**src/rtl/disp_pkg.sv**
```systemverilog
// Shared display definitions: glyph codes and the glyph-to-segment table used by
// the scanner and the text generators.
package disp_pkg;

    localparam int unsigned GLYPH_W = 5;
    localparam int unsigned SEG_W   = 7;
    localparam int unsigned NDIG    = 4;

    localparam logic [GLYPH_W-1:0] GLYPH_0 = 5'd0,  GLYPH_1 = 5'd1,  GLYPH_2 = 5'd2,  GLYPH_3 = 5'd3;
    localparam logic [GLYPH_W-1:0] GLYPH_4 = 5'd4,  GLYPH_5 = 5'd5,  GLYPH_6 = 5'd6,  GLYPH_7 = 5'd7;
    localparam logic [GLYPH_W-1:0] GLYPH_8 = 5'd8,  GLYPH_9 = 5'd9,  GLYPH_A = 5'd10, GLYPH_B = 5'd11;
    localparam logic [GLYPH_W-1:0] GLYPH_C = 5'd12, GLYPH_D = 5'd13, GLYPH_E = 5'd14, GLYPH_F = 5'd15;
    localparam logic [GLYPH_W-1:0] GLYPH_H = 5'd16, GLYPH_J = 5'd17, GLYPH_L = 5'd18, GLYPH_N = 5'd19;
    localparam logic [GLYPH_W-1:0] GLYPH_P = 5'd20, GLYPH_O_LC = 5'd21, GLYPH_R = 5'd22, GLYPH_T = 5'd23;
    localparam logic [GLYPH_W-1:0] GLYPH_U = 5'd24, GLYPH_Y = 5'd25, GLYPH_DASH = 5'd26, GLYPH_UNDER = 5'd27;
    localparam logic [GLYPH_W-1:0] GLYPH_I = 5'd28, GLYPH_G = 5'd29, GLYPH_U_LC = 5'd30, GLYPH_BLANK = 5'd31;
    localparam logic [GLYPH_W-1:0] GLYPH_S = GLYPH_5, GLYPH_O = GLYPH_0;

    localparam logic [SEG_W-1:0] SEG_BLANK = 7'h7F;

    // Active-low {g,f,e,d,c,b,a} pattern for a glyph code.
    function automatic logic [SEG_W-1:0] glyph2seg(input logic [GLYPH_W-1:0] g);
        logic [SEG_W-1:0] s;
        case (g)
            5'd0:  s = 7'h40;  5'd1:  s = 7'h79;  5'd2:  s = 7'h24;  5'd3:  s = 7'h30;
            5'd4:  s = 7'h19;  5'd5:  s = 7'h12;  5'd6:  s = 7'h02;  5'd7:  s = 7'h78;
            5'd8:  s = 7'h00;  5'd9:  s = 7'h10;  5'd10: s = 7'h08;  5'd11: s = 7'h03;
            5'd12: s = 7'h46;  5'd13: s = 7'h21;  5'd14: s = 7'h06;  5'd15: s = 7'h0E;
            5'd16: s = 7'h09;  5'd17: s = 7'h61;  5'd18: s = 7'h47;  5'd19: s = 7'h2B;
            5'd20: s = 7'h0C;  5'd21: s = 7'h23;  5'd22: s = 7'h2F;  5'd23: s = 7'h07;
            5'd24: s = 7'h41;  5'd25: s = 7'h11;  5'd26: s = 7'h3F;  5'd27: s = 7'h77;
            5'd28: s = 7'h7B;  5'd29: s = 7'h42;  5'd30: s = 7'h63;
            default: s = SEG_BLANK;
        endcase
        return s;
    endfunction

endpackage

```
**src/rtl/glyph_decode.sv**
```systemverilog
// Pure combinational glyph code to active-low segment decoder.
module glyph_decode
    import disp_pkg::*;
(
    input  logic [GLYPH_W-1:0] glyph_i,
    output logic [SEG_W-1:0]   seg_c
);

    assign seg_c = glyph2seg(glyph_i);

endmodule

```
**src/rtl/seg_scan.sv**
```systemverilog
// Four-digit common-anode scanner: per-frame input latch, glyph decode, decimal
// points and per-digit blink, all outputs registered.
module seg_scan
    import disp_pkg::*;
#(
    parameter int unsigned SCAN_DIV     = 100000,
    parameter int unsigned BLINK_FRAMES = 64
) (
    input  logic        clk,
    input  logic        rst_n,
    input  logic        en,
    input  logic [19:0] code,
    input  logic [3:0]  dp_in,
    input  logic [3:0]  blink,
    output logic [3:0]  an,
    output logic [6:0]  seg,
    output logic        dp,
    output logic        frame_tick
);

    localparam int unsigned PRE_W = (SCAN_DIV > 1) ? $clog2(SCAN_DIV) : 1;
    localparam int unsigned BLK_W = (BLINK_FRAMES > 1) ? $clog2(BLINK_FRAMES) : 1;

    logic [PRE_W-1:0] pre_q, pre_d;
    logic [1:0]       idx_q, idx_d;
    logic [19:0]      fcode_q, fcode_d;
    logic [3:0]       fdp_q, fdp_d;
    logic [3:0]       fblink_q, fblink_d;
    logic             fvld_q, fvld_d;
    logic [BLK_W-1:0] bcnt_q, bcnt_d;
    logic             phase_q, phase_d;
    logic [3:0]       an_q, an_d;
    logic [6:0]       seg_q, seg_d;
    logic             dp_q, dp_d;
    logic             tick_q, tick_d;

    logic             wrap_c, latch_c, lit_c;
    logic [4:0]       glyph_c;
    logic [6:0]       dec_seg_c;

    assign wrap_c  = en && (pre_q == PRE_W'(SCAN_DIV - 1));
    assign latch_c = wrap_c && (idx_q == 2'd3);
    // Nothing lights until the first frame has been latched.
    assign lit_c   = fvld_q && !(phase_q && fblink_q[idx_q]);

    always_comb begin
        case (idx_q)
            2'd0:    glyph_c = fcode_q[4:0];
            2'd1:    glyph_c = fcode_q[9:5];
            2'd2:    glyph_c = fcode_q[14:10];
            default: glyph_c = fcode_q[19:15];
        endcase
    end

    glyph_decode u_dec (
        .glyph_i (glyph_c),
        .seg_c   (dec_seg_c)
    );

    always_comb begin
        pre_d    = pre_q;
        idx_d    = idx_q;
        fcode_d  = fcode_q;
        fdp_d    = fdp_q;
        fblink_d = fblink_q;
        fvld_d   = fvld_q;
        bcnt_d   = bcnt_q;
        phase_d  = phase_q;
        an_d     = 4'hF;
        seg_d    = SEG_BLANK;
        dp_d     = 1'b1;
        tick_d   = latch_c;

        if (en) begin
            pre_d = wrap_c ? '0 : pre_q + PRE_W'(1);
            if (wrap_c) idx_d = idx_q + 2'd1;
            if (lit_c) begin
                an_d  = ~(4'b0001 << idx_q);
                seg_d = dec_seg_c;
                dp_d  = ~fdp_q[idx_q];
            end
        end

        // Frame boundary: capture inputs and advance the blink frame counter.
        if (latch_c) begin
            fcode_d  = code;
            fdp_d    = dp_in;
            fblink_d = blink;
            fvld_d   = 1'b1;
            if (bcnt_q == BLK_W'(BLINK_FRAMES - 1)) begin
                bcnt_d  = '0;
                phase_d = ~phase_q;
            end else begin
                bcnt_d = bcnt_q + BLK_W'(1);
            end
        end
    end

    always_ff @(posedge clk or negedge rst_n) begin
        if (!rst_n) begin
            pre_q    <= '0;
            idx_q    <= '0;
            fcode_q  <= {NDIG{GLYPH_BLANK}};
            fdp_q    <= '0;
            fblink_q <= '0;
            fvld_q   <= 1'b0;
            bcnt_q   <= '0;
            phase_q  <= 1'b0;
            an_q     <= 4'hF;
            seg_q    <= SEG_BLANK;
            dp_q     <= 1'b1;
            tick_q   <= 1'b0;
        end else begin
            pre_q    <= pre_d;
            idx_q    <= idx_d;
            fcode_q  <= fcode_d;
            fdp_q    <= fdp_d;
            fblink_q <= fblink_d;
            fvld_q   <= fvld_d;
            bcnt_q   <= bcnt_d;
            phase_q  <= phase_d;
            an_q     <= an_d;
            seg_q    <= seg_d;
            dp_q     <= dp_d;
            tick_q   <= tick_d;
        end
    end

    assign an         = an_q;
    assign seg        = seg_q;
    assign dp         = dp_q;
    assign frame_tick = tick_q;

endmodule

```
**config.mk**
```make
export PLATFORM = sky130hd
export DESIGN_NAME = seg_scan
export DESIGN_NICKNAME = d
export VERILOG_FILES = /design/src/rtl/disp_pkg.sv /design/src/rtl/glyph_decode.sv /design/src/rtl/seg_scan.sv
export SDC_FILE = /design/constraint.sdc
export NUM_CORES = 1
export LEC_CHECK = 0
export ABC_AREA = 1
export CAP_MARGIN = 5
export CORE_MARGIN = 5
export CORE_UTILIZATION = 44
export CTS_BUF_LIST = sky130_fd_sc_hd__clkbuf_16
export DETAILED_ROUTE_END_ITERATION = 10
export PLACE_DENSITY = 0.64
export SLEW_MARGIN = 5
export SYNTH_ARGS = -nofsm -noshare
export SYNTH_HDL_FRONTEND = slang
export SYNTH_SLANG_ARGS = --single-unit
```
**constraint.sdc**
```tcl
create_clock -name clk -period 2.1 [get_ports clk]
set_input_delay 0.21 -clock clk [delete_from_list [all_inputs] [get_ports clk]]
set_output_delay 0.21 -clock clk [all_outputs]
set_load 0.01 [all_outputs]
```
---- After elaboration in Yosys (flattened, before gate mapping) ----
Memory sizes are Yosys's and may differ from the RTL's.
Cells that the tools add are included.
operators by class
  bitwise gates (word level) .............. 3
  order comparisons ....................... 1
  add/subtract/negate cells ............... 3
  reductions and logical operators ........ 8
  equal/unequal tests ..................... 5
  muxes and demuxes ....................... 13
  shift-type cells ........................ 1
operators with widths
  cell                                                        number
  adder 17 x 1 -> 17 bit, second input constant               1
  == test 17 bit, second input constant                       1
  2-to-1 mux 17 bit                                           1
  case mux 5 bit (3 select lines)                             1
  2-to-1 mux 7 bit                                            2
  2-to-1 mux 4 bit                                            2
  adder 6 x 1 -> 6 bit, second input constant                 1
  == test 6 bit, second input constant                        1
  2-to-1 mux 6 bit                                            1
  binary-select mux 1 bit (select 2 bit)                      2
  == test 2 bit, second input constant                        2
  logical AND 1 bit                                           4
  2-to-1 mux 1 bit                                            4
  NOT 4 bit                                                   1
  AND reduction 2 bit                                         2
  left shift 1 x 2 -> 4 bit, first input constant             1
  less-than comparator 2 x 3 -> 1 bit, second input constant  1
  adder 2 x 1 -> 2 bit, second input constant                 1
  == test 2 x 1 -> 1 bit, second input constant               1
  logical NOT 2 bit                                           1
  NOT 1 bit                                                   2
  logical NOT 1 bit                                           1
word-level totals
  logic and storage cells ................. 47
  flip-flop bits (word level) ............. 68
  memories kept ........................... 1
  input port bits ......................... 31
  ROM bits ................................ 224
memory list
  memory           depth  bits a word  read ports  clocked after Yosys merged registers in  wr ports  RTL line        RTL
  (no name shown)  32     7            1           0                                        0         disp_pkg.sv:24  case (g)

---- Longest topological paths before layout ----
  word-level depth ........................ 7
  gate-level depth with buffers ........... 14
  gate-level depth less buffers ........... 14

---- Cells and area by module ----
A second synthesis with hierarchy kept.
second synthesis, totals
  cell total of the unflattened synthesis .. 509
  area total of the unflattened synthesis .. 3802.4 µm²
modules (own cells, without submodules)
  module        area an instance (µm²)  instances  cells an instance
  seg_scan      3348.2                  1          420
  glyph_decode  454.2                   1          89

---- Worst setup path before layout ----
OpenSTA, ideal clock, no wires.
  path kind ............................... register to register
  start point ............................. register idx_q[0]
  end point ............................... register seg_q[4], in the netlist seg[4]
  cell stages (with the launch flop) ...... 14
  arrival time ............................ 2.030 ns
  library setup time ...................... 0.079 ns
  period minus slack after synthesis ...... 2.109 ns
  required time ........................... 2.021 ns
  slack ................................... -0.009 ns
  cells stage by stage .................... dfrtp_1 -> inv_1 -> ha_1 -> nand2_1 -> nand2_1 -> nor2_1 -> nor2_1 -> inv_1 -> ha_1 -> inv_1 -> nand2_1 -> o21ai_0 -> a21oi_1 -> nand2_1
between the ends
  longest elaborated chain between the ends .. 7
ends and longest elaborated chain
  element                                                                           RTL line         RTL
  from (decl)                                                                       seg_scan.sv:25   logic [1:0] idx_q, idx_d;
  from (signal assigned)                                                            seg_scan.sv:115  idx_q <= idx_d;
  parallel branches: the longest is 5 deep, another holds memory read (32 x 7 bit)  --
  2-to-1 mux 7 bit (*)                                                              seg_scan.sv:77   if (lit_c) begin
  2-to-1 mux 7 bit (*)                                                              seg_scan.sv:74   if (en) begin
  named net seg_d[4]                                                                seg_scan.sv:33   logic [6:0] seg_q, seg_d;
  to (signal assigned)                                                              seg_scan.sv:123  seg_q <= seg_d;
  to (decl)                                                                         seg_scan.sv:33
Mark *: on every way through the listed nets, which the timed path passes. The select of a mux whose other input is x is not followed.
A chain may end at the register's enable or synchronous reset.

---- Final worst setup path ----
  start point ............................. register idx_q[0]
  end point ............................... register seg_q[3], in the netlist seg[3]
The elaborated chain is that of the path after synthesis.

==> flow_summary_export.csv <==
group,metric,value,unit
floorplanning,dieArea,0.0103,mm²
cts,clock_tree.htree_level_count,3,
global_route,grt_start_max_net_pins,69,
layout,final_net_count,593,
global_route,globalRouteMet3Util,3.03,%
detailed_routing,detail_route.wl_per_cell,13.0,µm
layout,multi_input_area,0.00173,mm²
detailed_routing,number_of_drc_violations_after_detailed_routing,0,
global_route,routing_usage_on_met1,25.2,%
timing,worst_slack,0.175,ns
detailed_routing,dr.pass1.iters,4,
layout,instances_no_fill,660,
synthesis,synth.top_cells.by_area,"sky130_fd_sc_hd__dfrtp_1 25%, sky130_fd_sc_hd__dfstp_2 23%, sky130_fd_sc_hd__nand2_1 20%, sky130_fd_sc_hd__nand3_1 7.0%, sky130_fd_sc_hd__nor2_1 4.3%",
global_route,grt_first_pass_wirelength,14.7,mm
placement,dp_hpwl,6.23,mm
global_route,grt_usage,18.0,%
layout,utilization,56.6,%
floorplanning,io_pins,44,
timing,timing_worst_slew_pin_value,0.538,ns
timing,layout_min_cycle_time,1.93,ns
placement,place_ws,0.0117,ns
synthesis,synthesis.instances,488,
detailed_routing,num_vias,3302,
detailed_routing,drt_iter0_drc,207,
layout,syn_to_final_growth,26.0,%
synthesis,yosysTopAreaCellShare,24.5,%
worst_setup_path,cp_top_family,"adder cells",
worst_setup_path,end_kind,"flip-flop",
pwr,post-layout-total-power,3.20,mW
synthesis,yosys_register_bits,68,
floorplanning,fp.dieH,101,µm
floorplanning,floorplan.core_area,0.00818,mm²
global_route,grt_pass1_vias,3121,
cts,cts_tree,"done",
layout,antenna_cells,0,
cts,clk-insertion-delay-late,0.33,ns
placement,numPortBuffers,43,
synthesis,synth-warning-count,0,
floorplanning,placementRows,33,
floorplanning,initial_core_util,44.9,%
detailed_routing,final_antenna_net_count,0,
timing,clock-skew-final,0.00611,ns
worst_setup_path,critPathMaxStageDelay,0.44,ns
global_route,antenna_violations_before_repair,0,
worst_setup_path,worst_ep_arrival_time,2.19,ns
worst_setup_path,slowest_stage,"sky130_fd_sc_hd__dfrtp_2",
worst_setup_path,timing.setup.critical_path_class,"reg2reg",
global_route,gr_overflow_total,0,
layout,fillerInstances,756,
layout,layout-drive-gt1-share,16.2,%
cts,num_cts_buffers,9,
detailed_routing,routed_wirelength,8.59,mm
worst_setup_path,cp_cell_sequence,"ha_1 > inv_2 > nand2_1 > o21ai_2 > ha_1 > inv_1 > nand2_2 > nand3_1 > nand3_1 > nand3_1",
outcome,status,"completed",
placement,placed_insts,642,
hold_path,timing.hold.worst.class,"in2reg",
cts,cts-root-buf,"sky130_fd_sc_hd__clkbuf_16",
cts,clk_transition_reported_paths,0.06,ns
cts,cts_buffer_depth,2,
synthesis,post_synthesis_instance_area,0.00367,mm²
synthesis,synth_top_area_cell,"sky130_fd_sc_hd__dfrtp_1",
pwr,cellPowerDensity,692,mW/mm²
synthesis,synth_cell_type_count,30,
timing,maxSlewHeadroom,63.9,%
timing,rsz0062_at_grt,"false",
timing,setup_viol,0,
layout,most-common-layout-cells,"198 x sky130_fd_sc_hd__nand2_1, 50 x sky130_fd_sc_hd__nand3_1, 42 x sky130_fd_sc_hd__clkdlybuf4s50_1",
pwr,worst_ir_drop_vdd,345,µV
layout,most_common_library_cell_in_the_layout_ignoring_fill_and_taps,"sky130_fd_sc_hd__nand2_1",
worst_setup_path,crit_path_start_kind,"flip-flop",
layout,ff_latch_area,0.00174,mm²
worst_setup_path,ff2ff_setup_slack,0.17,ns
detailed_routing,detail_route.vias_per_cell,5.00,
timing,layout_worst_path_cycle_share,91.7,%
synthesis,syn_nets,531,
run,drv.max_cap_violation_count,0,
timing,finalHoldViolCount,0,
synthesis,post_synth.cell_area_avg,7.52,µm²
cts,cts.sink_count,68,
synthesis,seq_area_frac_synth,47.5,%
global_route,globalRouteMet2Util,27.8,%
pwr,total_leakage_power,2.24,nW
worst_setup_path,crit_fanout,8,
timing,setup_tns,0,ns
worst_setup_path,crit_required,2.37,ns
timing,report.final.slew_viol_count,0,
placement,gp_congestion,0.908,
timing,timing.fmax,0.519,GHz
floorplanning,floorplan.die.width,101,µm
worst_setup_path,critical_path_buf_inv_count,2,
worst_setup_path,critPathMostFrequentCell,"sky130_fd_sc_hd__nand3_1",
global_route,top_usage_layer,"met2",
[sequential cells by signal, summed over array words and instances, names as in the netlist, 2 cells and up]
register  count
an            4
bcnt_q        6
fblink_q      4
fcode_q      20
fdp_q         4
idx_q         2
pre_q        17
seg           7
[cells by family after synthesis]
kind of cell               after synthesis  synth area share, %
buffers and inverters                   54                 6.41
xor gates and xnor gates                 4                0.955
adders and majority gates               12                 4.09
and+or+nand+nor                        325                 37.4
AOI/OAI and AO/OA                       25                 3.65
DFF                                     68                 47.5
[worst min-delay path, cell delays in order]
cell                              delay, ns
sky130_fd_sc_hd__clkdlybuf4s50_1       0.39
sky130_fd_sc_hd__nand2_1               0.06
sky130_fd_sc_hd__nand2_1               0.04
[synth_stat cells (all sizes together)]
cell    instances
xor2            4
dfstp          32
nand3          52
buf            10
or2             3
o21ai          13
ha             12
nand3b          2
inv            42
o211a           1
clkinv          1
and3            1
nor3            8
nand2         201
nor3b           1
clkbuf          1
dfrtp          36
nor2           45
a22oi           1
nand4          12
a21oi           9
o22ai           1
[power by group]
part | total [mW] | leakage (nW) | switching (mW) | internal (mW)
clock network | 1.36 | 0.129 | 0.571 | 0.791
logic | 0.345 | 1.34 | 0.199 | 0.146
registers | 1.49 | 0.767 | 0.100 | 1.39
total | 3.20 | 2.24 | 0.869 | 2.33
[area by class of cell]
| cell class | instances | area share, % |
|---|---|---|
| Clock buffer | 9 | 4.87 |
| Timing Repair Buffer | 62 | 12.6 |
| Sequential cell | 68 | 37.7 |
| Inverter | 43 | 3.49 |
| Tap cell | 105 | 2.84 |
| Clock inverter | 7 | 0.974 |
| Multi-Input combinational cell | 366 | 37.5 |
[routing by layer]
metal / part of all wire [%] / wire length [µm] / vias to the layer above
met5: 0 / 0 / -
met4: 1.8 / 153 / 0
met3: 4.7 / 402 / 12
met2: 46 / 3920 / 79
met1: 48 / 4110 / 1537
li1: - / - / 1674
[metrics by stage]
step	instance area, µm²	hold WS [ns]
detailed placement	4300	0.258
global placement	4300	0.257
global route	4620	0.386
finish	4620	0.379
CTS	4580	0.372
floorplan	3670	-0.0856
[final timing paths]
check                            start           to  cells past startpoint
max in group asynchronous        rst_n   fcode_q[3]                      3
setup / recovery              idx_q[0]       seg[3]                     10
hold / removal                code[17]  fcode_q[17]                      3
min in group asynchronous        rst_n   frame_tick                      3
setup reg to reg              idx_q[0]       seg[3]                     10
hold reg to reg            fcode_q[13]  fcode_q[13]                      2
[repair_timing]
| item | CTS | global route |
|---|---|---|
| resized for setup | 1 | 12 |
| buffers inserted | 0 | 1 |
| hold buffers | 1 | 0 |
| endpoints found under the hold margin | 36 | 0 |
| endpoints found under the setup margin | 1 | 7 |
| pin swaps | 0 | 0 |
(Power assumes the default switching activity.)
